$ cat config.mk
export PLATFORM = sky130hd
export DESIGN_NAME = fetch_irq_controller
export DESIGN_NICKNAME = d
export VERILOG_FILES = /design/src/rtl/cpu_pkg.sv /design/src/rtl/fetch_irq_controller.sv
export SDC_FILE = /design/constraint.sdc
export NUM_CORES = 1
export LEC_CHECK = 0
export CAP_MARGIN = 15
export CORE_MARGIN = 5
export CORE_UTILIZATION = 36
export DETAILED_ROUTE_END_ITERATION = 10
export GPL_ROUTABILITY_DRIVEN = 1
export GPL_TIMING_DRIVEN = 0
export PLACE_DENSITY = 0.65
export REMOVE_ABC_BUFFERS = 1
export SYNTH_ARGS = -nofsm -noshare
export SYNTH_HDL_FRONTEND = slang
export SYNTH_SLANG_ARGS = --single-unit
$ cat constraint.sdc
create_clock -name clk -period 3.2 [get_ports clk]
set_clock_uncertainty 0.1 [all_clocks]
set_input_delay 0.64 -clock clk [delete_from_list [all_inputs] [get_ports clk]]
set_output_delay 0.64 -clock clk [all_outputs]
set_load 0.05 [all_outputs]
$ cat src/rtl/cpu_pkg.sv
// Shared types and encodings for the 8-bit core sequencer.
// The instruction byte is laid out as [ALU_Op(4) Rd(2) Rs1(2)].
package cpu_pkg;

  typedef enum logic [1:0] {
    ST_FETCH,
    ST_EXEC,
    ST_IRQ,
    ST_HALT
  } state_t;

  typedef enum logic [3:0] {
    ALU_ADD = 4'h0,
    ALU_SUB = 4'h1,
    ALU_AND = 4'h2,
    ALU_OR  = 4'h3,
    ALU_XOR = 4'h4,
    ALU_SHL = 4'h5,
    ALU_SHR = 4'h6,
    ALU_INC = 4'h7,
    ALU_DEC = 4'h8,
    ALU_MOV = 4'h9,
    ALU_NOT = 4'hA
  } alu_op_t;

  localparam logic [3:0] OP_SYS = 4'hF;
  localparam logic [7:0] IR_NOP = 8'h00;

  // System subcodes live in IR[3:2] when the opcode is OP_SYS.
  typedef enum logic [1:0] {
    SYS_RETI = 2'b00,
    SYS_HALT = 2'b01,
    SYS_EI   = 2'b10,
    SYS_DI   = 2'b11
  } sys_op_t;

  // The all-zero byte would decode as ADD R0,R0; it is the NOP, so it never writes.
  function automatic logic is_alu_write(input logic [7:0] ir);
    return (ir != IR_NOP) && (ir[7:4] <= 4'(ALU_NOT));
  endfunction

endpackage

$ cat src/rtl/fetch_irq_controller.sv
// Two-cycle fetch/execute sequencer with a single-level interrupt: request capture,
// vectoring, return-PC save and RETI.
module fetch_irq_controller
  import cpu_pkg::*;
#(
  parameter logic [7:0] RESET_PC   = 8'h00,
  parameter logic [7:0] IRQ_VECTOR = 8'hF0
) (
  input  logic       clk,
  input  logic       rst_n,
  input  logic       irq_req,
  input  logic [7:0] instruction,
  output logic [7:0] pc,
  output logic [3:0] alu_op,
  output logic [1:0] rd_sel,
  output logic [1:0] rs1_sel,
  output logic       reg_we,
  output logic       irq_ack,
  output logic       in_isr,
  output logic       halted
);

  state_t     state;
  logic [7:0] ir;
  logic [7:0] epc;
  logic       ie;
  logic       pend;

  logic       is_sys;
  sys_op_t    sys_op;
  logic       ie_next;

  assign is_sys = (ir[7:4] == OP_SYS);
  assign sys_op = sys_op_t'(ir[3:2]);

  // Interrupt enable as it will be after this instruction; EI/RETI take effect
  // in time for the exit decision of their own EXEC cycle.
  always_comb begin
    // NOTE: default first so every path assigns ie_next and no latch is inferred.
    ie_next = ie;
    if (is_sys) begin
      case (sys_op)
        SYS_RETI, SYS_EI: ie_next = 1'b1;
        SYS_DI:           ie_next = 1'b0;
        default:          ie_next = ie;
      endcase
    end
  end

  assign alu_op  = ir[7:4];
  assign rd_sel  = ir[3:2];
  assign rs1_sel = ir[1:0];
  assign reg_we  = (state == ST_EXEC) && is_alu_write(ir);
  assign irq_ack = (state == ST_IRQ);
  assign halted  = (state == ST_HALT);

  always_ff @(posedge clk or negedge rst_n) begin
    if (!rst_n) begin
      state  <= ST_FETCH;
      pc     <= RESET_PC;
      ir     <= IR_NOP;
      epc    <= 8'h00;
      ie     <= 1'b0;
      pend   <= 1'b0;
      in_isr <= 1'b0;
    end else begin
      // NOTE: non-blocking throughout, so every branch reads pre-edge state.
      if (state == ST_IRQ) pend <= 1'b0;
      else if (irq_req)    pend <= 1'b1;

      case (state)
        ST_FETCH: begin
          ir    <= instruction;
          state <= ST_EXEC;
        end
        ST_EXEC: begin
          ie <= ie_next;
          if (is_sys && sys_op == SYS_RETI) begin
            pc     <= epc;
            in_isr <= 1'b0;
            state  <= ST_FETCH;
          end else begin
            pc <= pc + 8'd1;
            if (pend && ie_next && !in_isr)      state <= ST_IRQ;
            else if (is_sys && sys_op == SYS_HALT) state <= ST_HALT;
            else                                  state <= ST_FETCH;
          end
        end
        ST_IRQ: begin
          epc    <= pc;
          pc     <= IRQ_VECTOR;
          in_isr <= 1'b1;
          ie     <= 1'b0;
          state  <= ST_FETCH;
        end
        ST_HALT: begin
          if (pend && ie) state <= ST_IRQ;
        end
        default: state <= ST_FETCH;
      endcase
    end
  end

endmodule

**Word-level counts from Yosys, hierarchy flattened**

Cells that the tools add are included.

- Output and inout port bits: 20
- Flip-flop bits (word level): 29

- Reductions and logical operators: 15
- Equality and inequality tests: 9
- Muxes and demuxes: 14
- Add/subtract/negate cells: 1
- $lt $le $gt $ge: 1

Operator list:

| cell | count |
|---|---|
| one-hot mux 8 bit (2 select lines) | 1 |
| adder 8 x 1 -> 8 bit (second input constant) | 1 |
| == test 2 bit (second input constant) | 4 |
| 2-to-1 mux 2 bit | 4 |
| 2-to-1 mux 8 bit | 1 |
| one-hot mux 2 bit (4 select lines) | 1 |
| nonzero test 8 bit | 1 |
| logical AND 1 bit | 7 |
| one-hot mux 1 bit (2 select lines) | 3 |
| == test 2 x 1 -> 1 bit (second input constant) | 2 |
| == test 4 bit (second input constant) | 1 |
| <= comparator 4 bit (second input constant) | 1 |
| zero test 2 bit | 2 |
| 2-to-1 mux 1 bit | 4 |
| inequality test 2 x 1 -> 1 bit (second input constant) | 2 |
| nonzero test 2 bit | 2 |
| AND reduction 2 bit | 1 |
| OR reduction 2 bit | 1 |
| zero test 1 bit | 1 |

**Logic depth before layout (Yosys ltp)**

Gate-level depths: netlist of the first run.

- Word-level depth: 9
- Depth in mapped cells: 7

**Worst setup path before layout of the first run**

Ideal clock, no wire load.

- Path type: register -> output
- Start: register ir[3]
- End: output port reg_we
- Path buffers: 0
- Slack: 753 ps
- Stages on the path, launching flop included: 3
- Required time: 2,460 ps
- Data arrival time: 1,707 ps
- Cells stage by stage: dfrtp_1 nor2_2 a31oi_1

- Word-level cells in the longest chain between the ends: 3

Ends and longest elaborated chain:

| element | line | source |
|---|---|---|
| start: declaration | fetch_irq_controller.sv:24 | `logic [7:0] ir;` |
| start signal: assignment | fetch_irq_controller.sv:73 | `ir <= instruction;` |
| nonzero test 8 bit | cpu_pkg.sv:39 | `return (ir != IR_NOP) && (ir[7:4] <= 4'(ALU_NOT));` |
| logical AND 1 bit | cpu_pkg.sv:39 |  |
| logical AND 1 bit | fetch_irq_controller.sv:53 | `assign reg_we = (state == ST_EXEC) && is_alu_write(ir);` |
| end: declaration | fetch_irq_controller.sv:17 | `output logic reg_we,` |

Every way passes these cells.

**Worst setup path after layout of the first run**

- Start: register state[1]
- End: output port reg_we

- Word-level cells in the longest chain between the ends: 2

Ends and longest elaborated chain:

| element | line | source |
|---|---|---|
| start: declaration | fetch_irq_controller.sv:23 | `state_t state;` |
| start signal: assignment | fetch_irq_controller.sv:59 | `state <= ST_FETCH;` |
| start signal: assignment | fetch_irq_controller.sv:74 | `state <= ST_EXEC;` |
| start signal: assignment | fetch_irq_controller.sv:81 | `state <= ST_FETCH;` |
| == test 2 x 1 -> 1 bit | fetch_irq_controller.sv:53 |  |
| logical AND 1 bit | fetch_irq_controller.sv:53 |  |

Every way passes these cells.

==> results of run 1 <==
==> state kept, by name (all words and copies together) (netlist names) <==
name	cells
epc	8
ie	1
in_isr	1
ir	8
pc	8
pend	1
state	2
==> synthesized netlist by cell type (3+ instances only) <==
| cell | count |
|---|---|
| sky130_fd_sc_hd__dfrtp_1 | 29 |
| sky130_fd_sc_hd__mux2_2 | 13 |
| sky130_fd_sc_hd__nand2_1 | 10 |
| sky130_fd_sc_hd__a21oi_1 | 9 |
| sky130_fd_sc_hd__inv_1 | 8 |
| sky130_fd_sc_hd__nor2_1 | 7 |
| sky130_fd_sc_hd__o21ai_0 | 7 |
| sky130_fd_sc_hd__a31oi_1 | 6 |
| sky130_fd_sc_hd__ha_1 | 6 |
| sky130_fd_sc_hd__nand3_1 | 5 |
| sky130_fd_sc_hd__and3_1 | 3 |
| sky130_fd_sc_hd__mux2i_1 | 3 |
| sky130_fd_sc_hd__nand2b_1 | 3 |
==> critical path, cell delays in order, from the launching register on <==
cell                              delay (ns)
sky130_fd_sc_hd__dfrtp_1                0.40
sky130_fd_sc_hd__inv_1                  0.13
sky130_fd_sc_hd__ha_1                   0.30
sky130_fd_sc_hd__o21ai_0                0.13
sky130_fd_sc_hd__a31oi_1                0.16
sky130_fd_sc_hd__clkdlybuf4s50_1        0.84
==> report_power, final <==
part,total (mW),internal [mW],switching [mW]
Sequential,0.712,0.528,0.183
Combinational,1.32,0.494,0.824
Clock,0.297,0.170,0.127
Total,2.33,1.19,1.13
==> kinds of logic (layout without fill, tap and decap cells) <==
family | after synthesis | count (layout) | synth area share
muxes | 16 | 16 | 0.115
adders and majority gates | 6 | 6 | 0.0487
buffers and inverters | 13 | 46 | 0.0406
DFF | 29 | 29 | 0.471
and+or+nand+nor | 40 | 40 | 0.137
AOI/OAI and AO/OA | 41 | 41 | 0.188
==> per-layer routing <==
metal | part of all wire | vias to the layer above | global-route usage
met5 | 0 | - | 0
met4 | 0.016 | 0 | 0.0524
met3 | 0.048 | 7 | 0.0435
met2 | 0.49 | 26 | 0.244
met1 | 0.44 | 617 | 0.170
li1 | - | 600 | -
==> path summary, 6_finish.rpt <==
path,startpoint,end,slack (ns),cells past startpoint
min in group asynchronous,rst_n,epc[5],0.68,1
max in group asynchronous,rst_n,ir[6],1.79,2
setup reg to reg,state[0],pc[0],1.27,5
setup / recovery,state[1],reg_we,0.22,5
hold / removal,epc[0],epc[0],0.40,2
hold reg to reg,epc[0],epc[0],0.40,2
==> final cells by class <==
cell class | instances | area share
multi-input cells | 103 | 0.380
clock buffers | 7 | 0.0435
repair buffers | 31 | 0.165
flip-flops and latches | 29 | 0.365
inverters | 8 | 0.0151
well taps | 50 | 0.0315
==> placed cells by master (no fill, tap or decap), types with 2 or more instances in the layout <==
cell type | netlist | final
sky130_fd_sc_hd__mux2i_1 | 3 | 3
sky130_fd_sc_hd__a21oi_1 | 9 | 9
sky130_fd_sc_hd__nor2_2 | 2 | 2
sky130_fd_sc_hd__nand2b_1 | 3 | 3
sky130_fd_sc_hd__dfrtp_1 | 29 | 29
sky130_fd_sc_hd__clkdlybuf4s50_1 | 0 | 30
sky130_fd_sc_hd__inv_1 | 8 | 8
sky130_fd_sc_hd__nand3_1 | 5 | 5
sky130_fd_sc_hd__a31oi_1 | 6 | 6
sky130_fd_sc_hd__a2bb2oi_1 | 2 | 2
sky130_fd_sc_hd__nor2b_1 | 2 | 2
sky130_fd_sc_hd__and3_1 | 3 | 3
sky130_fd_sc_hd__a32oi_1 | 2 | 2
sky130_fd_sc_hd__o22ai_1 | 2 | 2
sky130_fd_sc_hd__o31ai_1 | 2 | 2
sky130_fd_sc_hd__a21boi_2 | 2 | 2
sky130_fd_sc_hd__mux2_2 | 13 | 13
sky130_fd_sc_hd__nor3_1 | 2 | 2
sky130_fd_sc_hd__clkbuf_8 | 0 | 6
sky130_fd_sc_hd__ha_1 | 6 | 5
sky130_fd_sc_hd__o2bb2ai_1 | 2 | 2
sky130_fd_sc_hd__nor2_1 | 7 | 7
sky130_fd_sc_hd__nand2_1 | 10 | 10
sky130_fd_sc_hd__o2111ai_1 | 2 | 2
sky130_fd_sc_hd__o21ai_0 | 7 | 7
==> through the flow <==
stage	hold slack (ns)	worst slack, ns	cells	utilization
after floorplan	0.244	0.753	140	-
after global placement	0.382	0.335	220	0.458
after detailed placement	0.395	0.301	221	0.464
after CTS	0.409	0.209	228	0.486
after global routing	0.429	0.0909	228	0.486
final	0.401	0.222	228	0.486
==> run_summary.xml, run 1 <==
<?xml version="1.0" encoding="UTF-8"?>
<metrics>
  <group name="global_route">
    <metric name="global_route.overflow_total" unit="">0</metric>
    <metric name="globalRouteTotalUtil" unit="">0.143</metric>
    <metric name="grt_pass1_wl" unit="um">6140</metric>
    <metric name="maximum_number_of_pins_on_one_net_before_global_route_repair" unit="">19</metric>
    <metric name="number_of_global_route_vias_before_repair" unit="">1286</metric>
    <metric name="antenna_found_initial" unit="">0</metric>
  </group>
  <group name="sta">
    <metric name="timing.final.crit_period" unit="ns">2.98</metric>
    <metric name="timing_limited_maximum_frequency" unit="GHz">0.336</metric>
    <metric name="setup_repair_after_global_routing_missed_its_margin" unit="">false</metric>
    <metric name="min_period_over_period" unit="">0.931</metric>
    <metric name="worst-slew-pin-transition" unit="ns">0.693</metric>
    <metric name="finalSetupViolCount" unit="">0</metric>
    <metric name="hold_viol_final" unit="">0</metric>
    <metric name="timing_max_transition_violations_final" unit="">0</metric>
    <metric name="fin_tns_setup" unit="ns">0</metric>
    <metric name="relSlewSlack" unit="">0.536</metric>
  </group>
  <group name="layout">
    <metric name="num-nets-final" unit="">195</metric>
    <metric name="area.sequential" unit="um^2">726</metric>
    <metric name="multi_input_area" unit="um^2">754</metric>
    <metric name="post_route_cells_drive_above_1_share" unit="">0.163</metric>
    <metric name="fillCellCount" unit="">394</metric>
    <metric name="flow.area_growth_from_synthesis" unit="%">29.0</metric>
    <metric name="insertedDiodeCount" unit="">0</metric>
    <metric name="design_area" unit="mm^2">0.00199</metric>
  </group>
  <group name="floorplanning">
    <metric name="floorplan.rows" unit="">23</metric>
    <metric name="start_util" unit="">0.377</metric>
    <metric name="die-area" unit="mm^2">0.00569</metric>
    <metric name="die_w" unit="um">75.4</metric>
    <metric name="io_pins" unit="">31</metric>
    <metric name="die_height" unit="um">75.4</metric>
    <metric name="design.core.area" unit="mm^2">0.00409</metric>
  </group>
  <group name="job">
    <metric name="maxCapViolations" unit="">0</metric>
  </group>
  <group name="placed_design">
    <metric name="port-buffer-count" unit="">30</metric>
    <metric name="gp_congestion" unit="">0.816</metric>
    <metric name="dp.final_hpwl" unit="um">2630</metric>
    <metric name="placed_cell_area" unit="mm^2">0.00190</metric>
  </group>
  <group name="setup_path">
    <metric name="cp_data_required_time" unit="ns">2.46</metric>
    <metric name="critical_path_fanouts_max" unit="">6</metric>
    <metric name="endpoint_kind" unit="">output pin</metric>
    <metric name="crit_arrival" unit="ns">2.24</metric>
    <metric name="cp-start-kind" unit="">flop</metric>
    <metric name="path_class" unit="">flop to output pin</metric>
  </group>
  <group name="synth">
    <metric name="synthDominantCellAreaShare" unit="">0.471</metric>
    <metric name="syn_avg_cell_area" unit="um^2">10.6</metric>
    <metric name="yosys_warnings" unit="">0</metric>
    <metric name="synth_enable_flop_cells" unit="">0</metric>
    <metric name="mappedNetlistArea" unit="mm^2">0.00154</metric>
    <metric name="yosys.cell_types.count" unit="">37</metric>
    <metric name="most_used_flip_flop_cell_after_synthesis" unit="">sky130_fd_sc_hd__dfrtp_1</metric>
    <metric name="ys_ff_latch" unit="">29</metric>
    <metric name="postSynth.asyncResetShare" unit="">1.00</metric>
    <metric name="netlist_instances" unit="">145</metric>
    <metric name="netlist.top_cell.by_area" unit="">sky130_fd_sc_hd__dfrtp_1</metric>
    <metric name="synth.area.top_cells" unit="">sky130_fd_sc_hd__dfrtp_1 (47%), sky130_fd_sc_hd__mux2_2 (9.5%), sky130_fd_sc_hd__ha_1 (4.9%)</metric>
    <metric name="synth-seq-area-share" unit="">0.471</metric>
  </group>
  <group name="route">
    <metric name="first_iter_violations" unit="">34</metric>
    <metric name="detailroute.via_count" unit="">1250</metric>
    <metric name="postRouteWirelength" unit="um">3560</metric>
    <metric name="first_pass_iters" unit="">4</metric>
    <metric name="route.detailed.vias_per_inst" unit="">5.48</metric>
    <metric name="postRouteAntennaNets" unit="">0</metric>
    <metric name="detail_route.wl_per_cell" unit="um">15.6</metric>
    <metric name="remaining_drc_errors" unit="">0</metric>
  </group>
  <group name="clock_tree">
    <metric name="postCtsResizedCells" unit="">1</metric>
    <metric name="cts_inserted_buffers" unit="">5</metric>
    <metric name="cts_tree" unit="">yes</metric>
    <metric name="post_cts_buffers" unit="">0</metric>
    <metric name="cts_hold_repair.buffers" unit="">0</metric>
    <metric name="cts.sink_count" unit="">29</metric>
    <metric name="clk_pin_slew" unit="ns">0.06</metric>
    <metric name="clk_lat_worst_skew" unit="ns">0.28</metric>
    <metric name="clock_path_buffers" unit="">2</metric>
    <metric name="cts_max_level" unit="">2</metric>
    <metric name="cts-root-buf" unit="">sky130_fd_sc_hd__clkbuf_8</metric>
  </group>
  <group name="power">
    <metric name="total_leakage_power" unit="nW">0.821</metric>
    <metric name="ir_drop" unit="V">0.000638</metric>
    <metric name="totalPowerFinal" unit="mW">2.33</metric>
    <metric name="power_per_cell_area" unit="mW/mm^2">1170</metric>
  </group>
  <group name="min_path">
    <metric name="hold_crit_path_type" unit="">flop to flop</metric>
  </group>
  <group name="outcome">
    <metric name="outcome" unit="">completed</metric>
  </group>
</metrics>
No activity file was read; power rests on OpenSTA's default activity.
==> run 2: changes to the inputs <==
--- a/config.mk
+++ b/config.mk
@@ -8,9 +8,9 @@
 export CAP_MARGIN = 15
 export CORE_MARGIN = 5
-export CORE_UTILIZATION = 36
+export CORE_UTILIZATION = 30
 export DETAILED_ROUTE_END_ITERATION = 10
 export GPL_ROUTABILITY_DRIVEN = 1
 export GPL_TIMING_DRIVEN = 0
-export PLACE_DENSITY = 0.65
+export PLACE_DENSITY = 0.57
 export REMOVE_ABC_BUFFERS = 1
 export SYNTH_ARGS = -nofsm -noshare
==> constraint.sdc (replaced) <==
create_clock -name clk -period 3.2 [get_ports clk]
set_clock_uncertainty 0.1 [all_clocks]
set_input_delay 0.96 -clock clk [delete_from_list [all_inputs] [get_ports clk]]
set_output_delay 0.96 -clock clk [all_outputs]
set_load 0.05 [all_outputs]
==> run 2 against run 1 <==
  * Final cell count up 8.8%
  * Sequential share of layout area is 0.41 points lower
  * Via count fell by 2.0%
  * Cell area grew 1.1%
  * Non-clock buffer count unchanged
  * Clock power barely moved
  * Critical path type unchanged
  * Critical endpoint unchanged
  * Largest cell class unchanged
  * Largest power group unchanged
==> run_summary.xml, run 2 (synthesized netlist as in run 1, its figures left out) <==
<?xml version="1.0" encoding="UTF-8"?>
<metrics>
  <group name="route">
    <metric name="detail_route.wl_per_cell" unit="um">14.4</metric>
    <metric name="route.detailed.vias_per_inst" unit="">4.94</metric>
    <metric name="remaining_drc_errors" unit="">0</metric>
    <metric name="postRouteAntennaNets" unit="">0</metric>
    <metric name="first_iter_violations" unit="">80</metric>
    <metric name="first_pass_iters" unit="">4</metric>
    <metric name="postRouteWirelength" unit="um">3570</metric>
    <metric name="detailroute.via_count" unit="">1225</metric>
  </group>
  <group name="power">
    <metric name="power_frac_clock" unit="">0.130</metric>
    <metric name="total_leakage_power" unit="nW">0.828</metric>
    <metric name="share_seq_of_total_power" unit="">0.306</metric>
    <metric name="netSwitchingPower" unit="mW">1.13</metric>
    <metric name="ir_drop" unit="V">0.000530</metric>
    <metric name="share_comb_of_total_power" unit="">0.564</metric>
    <metric name="internal_power" unit="mW">1.19</metric>
    <metric name="switching_share" unit="">0.487</metric>
    <metric name="totalPowerFinal" unit="mW">2.31</metric>
    <metric name="power_per_cell_area" unit="mW/mm^2">1150</metric>
  </group>
  <group name="sta">
    <metric name="timing_limited_maximum_frequency" unit="GHz">0.333</metric>
    <metric name="hold_slack" unit="ns">0.409</metric>
    <metric name="setup_repair_after_global_routing_missed_its_margin" unit="">false</metric>
    <metric name="timing.final.crit_period" unit="ns">3.00</metric>
    <metric name="min_period_over_period" unit="">0.938</metric>
    <metric name="hold_viol_final" unit="">0</metric>
    <metric name="worst_slack" unit="ns">0.197</metric>
    <metric name="worst-slew-pin-transition" unit="ns">0.718</metric>
    <metric name="timing_max_transition_violations_final" unit="">0</metric>
    <metric name="relSlewSlack" unit="">0.520</metric>
    <metric name="finalSetupViolCount" unit="">0</metric>
  </group>
  <group name="setup_path">
    <metric name="regToRegSetupSlack" unit="ns">1.26</metric>
    <metric name="cp_data_required_time" unit="ns">2.14</metric>
    <metric name="cp_slowest_stage_delay" unit="ns">0.55</metric>
    <metric name="crit_arrival" unit="ns">1.94</metric>
    <metric name="path_class" unit="">flop to output pin</metric>
    <metric name="critical_path_fanouts_max" unit="">6</metric>
    <metric name="crit_path_cell_trace" unit="">inv_1 &gt; ha_1 &gt; o21ai_0 &gt; a31oi_1 &gt; dlygate4sd2_1</metric>
    <metric name="endpoint_kind" unit="">output pin</metric>
    <metric name="cp-start-kind" unit="">flop</metric>
    <metric name="crit_slowest_cell" unit="">sky130_fd_sc_hd__dlygate4sd2_1</metric>
  </group>
  <group name="placed_design">
    <metric name="preCtsSetupSlack" unit="ns">-0.0362</metric>
    <metric name="dp.final_hpwl" unit="um">2600</metric>
    <metric name="port-buffer-count" unit="">30</metric>
    <metric name="post-place-cells" unit="">241</metric>
    <metric name="gp_congestion" unit="">0.807</metric>
  </group>
  <group name="layout">
    <metric name="flow.area_growth_from_synthesis" unit="%">30.5</metric>
    <metric name="reg_top3" unit="">epc: 8 flops, ir: 8 flops, pc: 8 flops</metric>
    <metric name="stdcell_count" unit="">248</metric>
    <metric name="most_frequent_cells_in_the_layout" unit="">sky130_fd_sc_hd__dfrtp_1 (29), sky130_fd_sc_hd__clkdlybuf4s50_1 (28), sky130_fd_sc_hd__mux2_2 (13), sky130_fd_sc_hd__nand2_1 (10), sky130_fd_sc_hd__a21oi_1 (9)</metric>
    <metric name="most_common_library_cell_in_the_layout_ignoring_fill_and_taps" unit="">sky130_fd_sc_hd__dfrtp_1</metric>
    <metric name="num-nets-final" unit="">195</metric>
    <metric name="multi_input_area" unit="um^2">754</metric>
    <metric name="area.sequential" unit="um^2">726</metric>
    <metric name="insertedDiodeCount" unit="">0</metric>
    <metric name="fillCellCount" unit="">500</metric>
    <metric name="post_route_cells_drive_above_1_share" unit="">0.163</metric>
  </group>
  <group name="min_path">
    <metric name="hold_crit_path_type" unit="">flop to flop</metric>
  </group>
  <group name="clock_tree">
    <metric name="clk_lat_worst_skew" unit="ns">0.28</metric>
    <metric name="cts_max_level" unit="">2</metric>
    <metric name="clk_pin_slew" unit="ns">0.06</metric>
    <metric name="cts_inserted_buffers" unit="">5</metric>
    <metric name="cts-root-buf" unit="">sky130_fd_sc_hd__clkbuf_8</metric>
    <metric name="clock_path_buffers" unit="">2</metric>
    <metric name="cts.sink_count" unit="">29</metric>
    <metric name="cts_tree" unit="">yes</metric>
    <metric name="post_cts_buffers" unit="">0</metric>
  </group>
  <group name="floorplanning">
    <metric name="start_util" unit="">0.305</metric>
    <metric name="die-area" unit="mm^2">0.00667</metric>
    <metric name="design.core.area" unit="mm^2">0.00504</metric>
    <metric name="io_pins" unit="">31</metric>
    <metric name="die_height" unit="um">81.7</metric>
    <metric name="floorplan.rows" unit="">26</metric>
    <metric name="die_w" unit="um">81.7</metric>
  </group>
  <group name="global_route">
    <metric name="number_of_global_route_vias_before_repair" unit="">1287</metric>
    <metric name="maximum_number_of_pins_on_one_net_before_global_route_repair" unit="">19</metric>
    <metric name="globalRouteTotalUtil" unit="">0.120</metric>
    <metric name="global_route.overflow_total" unit="">0</metric>
    <metric name="grt_pass1_wl" unit="um">6070</metric>
    <metric name="antenna_found_initial" unit="">0</metric>
  </group>
  <group name="job">
    <metric name="maxCapViolations" unit="">0</metric>
  </group>
  <group name="outcome">
    <metric name="outcome" unit="">completed</metric>
  </group>
</metrics>
[run 2: cell count changes in the layout (fill, tap and decap cells not counted)]
cell / before / now
sky130_fd_sc_hd__clkdlybuf4s50_1: 30 / 28
sky130_fd_sc_hd__dlygate4sd2_1: 0 / 2
[run 2: final timing paths]
path | start | to | depth (start not counted)
worst min register to register | epc[5] | epc[5] | 1
max in group asynchronous | rst_n | pc[5] | 2
worst min-delay path | epc[5] | epc[5] | 1
min in group asynchronous | rst_n | ir[6] | 1
worst max register to register | state[0] | pc[0] | 5
worst max-delay path | state[1] | reg_we | 5
[run 2: repair_timing]
action	in CTS	in global routing
hold buffers	0	0
endpoints found under the setup margin	2	0
gates resized for setup	3	0
[run 2: area by class of cell]
class / count / area share
Multi-Input combinational cell: 103 / 0.375
Sequential cell: 29 / 0.361
Timing Repair Buffer: 31 / 0.162
Tap cell: 70 / 0.0436
Clock buffer: 7 / 0.0430
Inverter: 8 / 0.0149
[run 2: worst max-delay path: cells and delay by family (launching register included)]
kind / cells / cell delay, ns
compound gates: 2 / 0.29
fa+ha+maj: 1 / 0.28
buf+inv: 2 / 0.68
flops: 1 / 0.40
[run 2: power by group through the flow]
stage	Sequential (mW)	Combinational (mW)	Clock, mW
2_1_floorplan	1.02	0.594	0
3_3_place_gp	0.705	1.29	0
3_5_place_dp	0.713	1.32	0
4_1_cts	0.709	1.32	0.314
5_1_grt	0.742	1.40	0.329
6_report	0.706	1.30	0.300
[run 2: stage by stage]
step                      setup TNS [ns]  cell area, um^2  utilization
after floorplan                        0             1510            -
after global routing                   0             2010        0.399
after CTS                              0             2010        0.399
final                                  0             2010        0.399
after global placement           -0.0321             1900        0.376
after detailed placement         -0.0362             1920        0.381
[run 2: per-layer routing]
layer  track usage  share of wire  up-vias
met2         0.201           0.50       20
met3        0.0329          0.041        7
met1         0.138           0.45      598
li1              -              -      600
met5             0              0        -
met4        0.0631          0.013        0
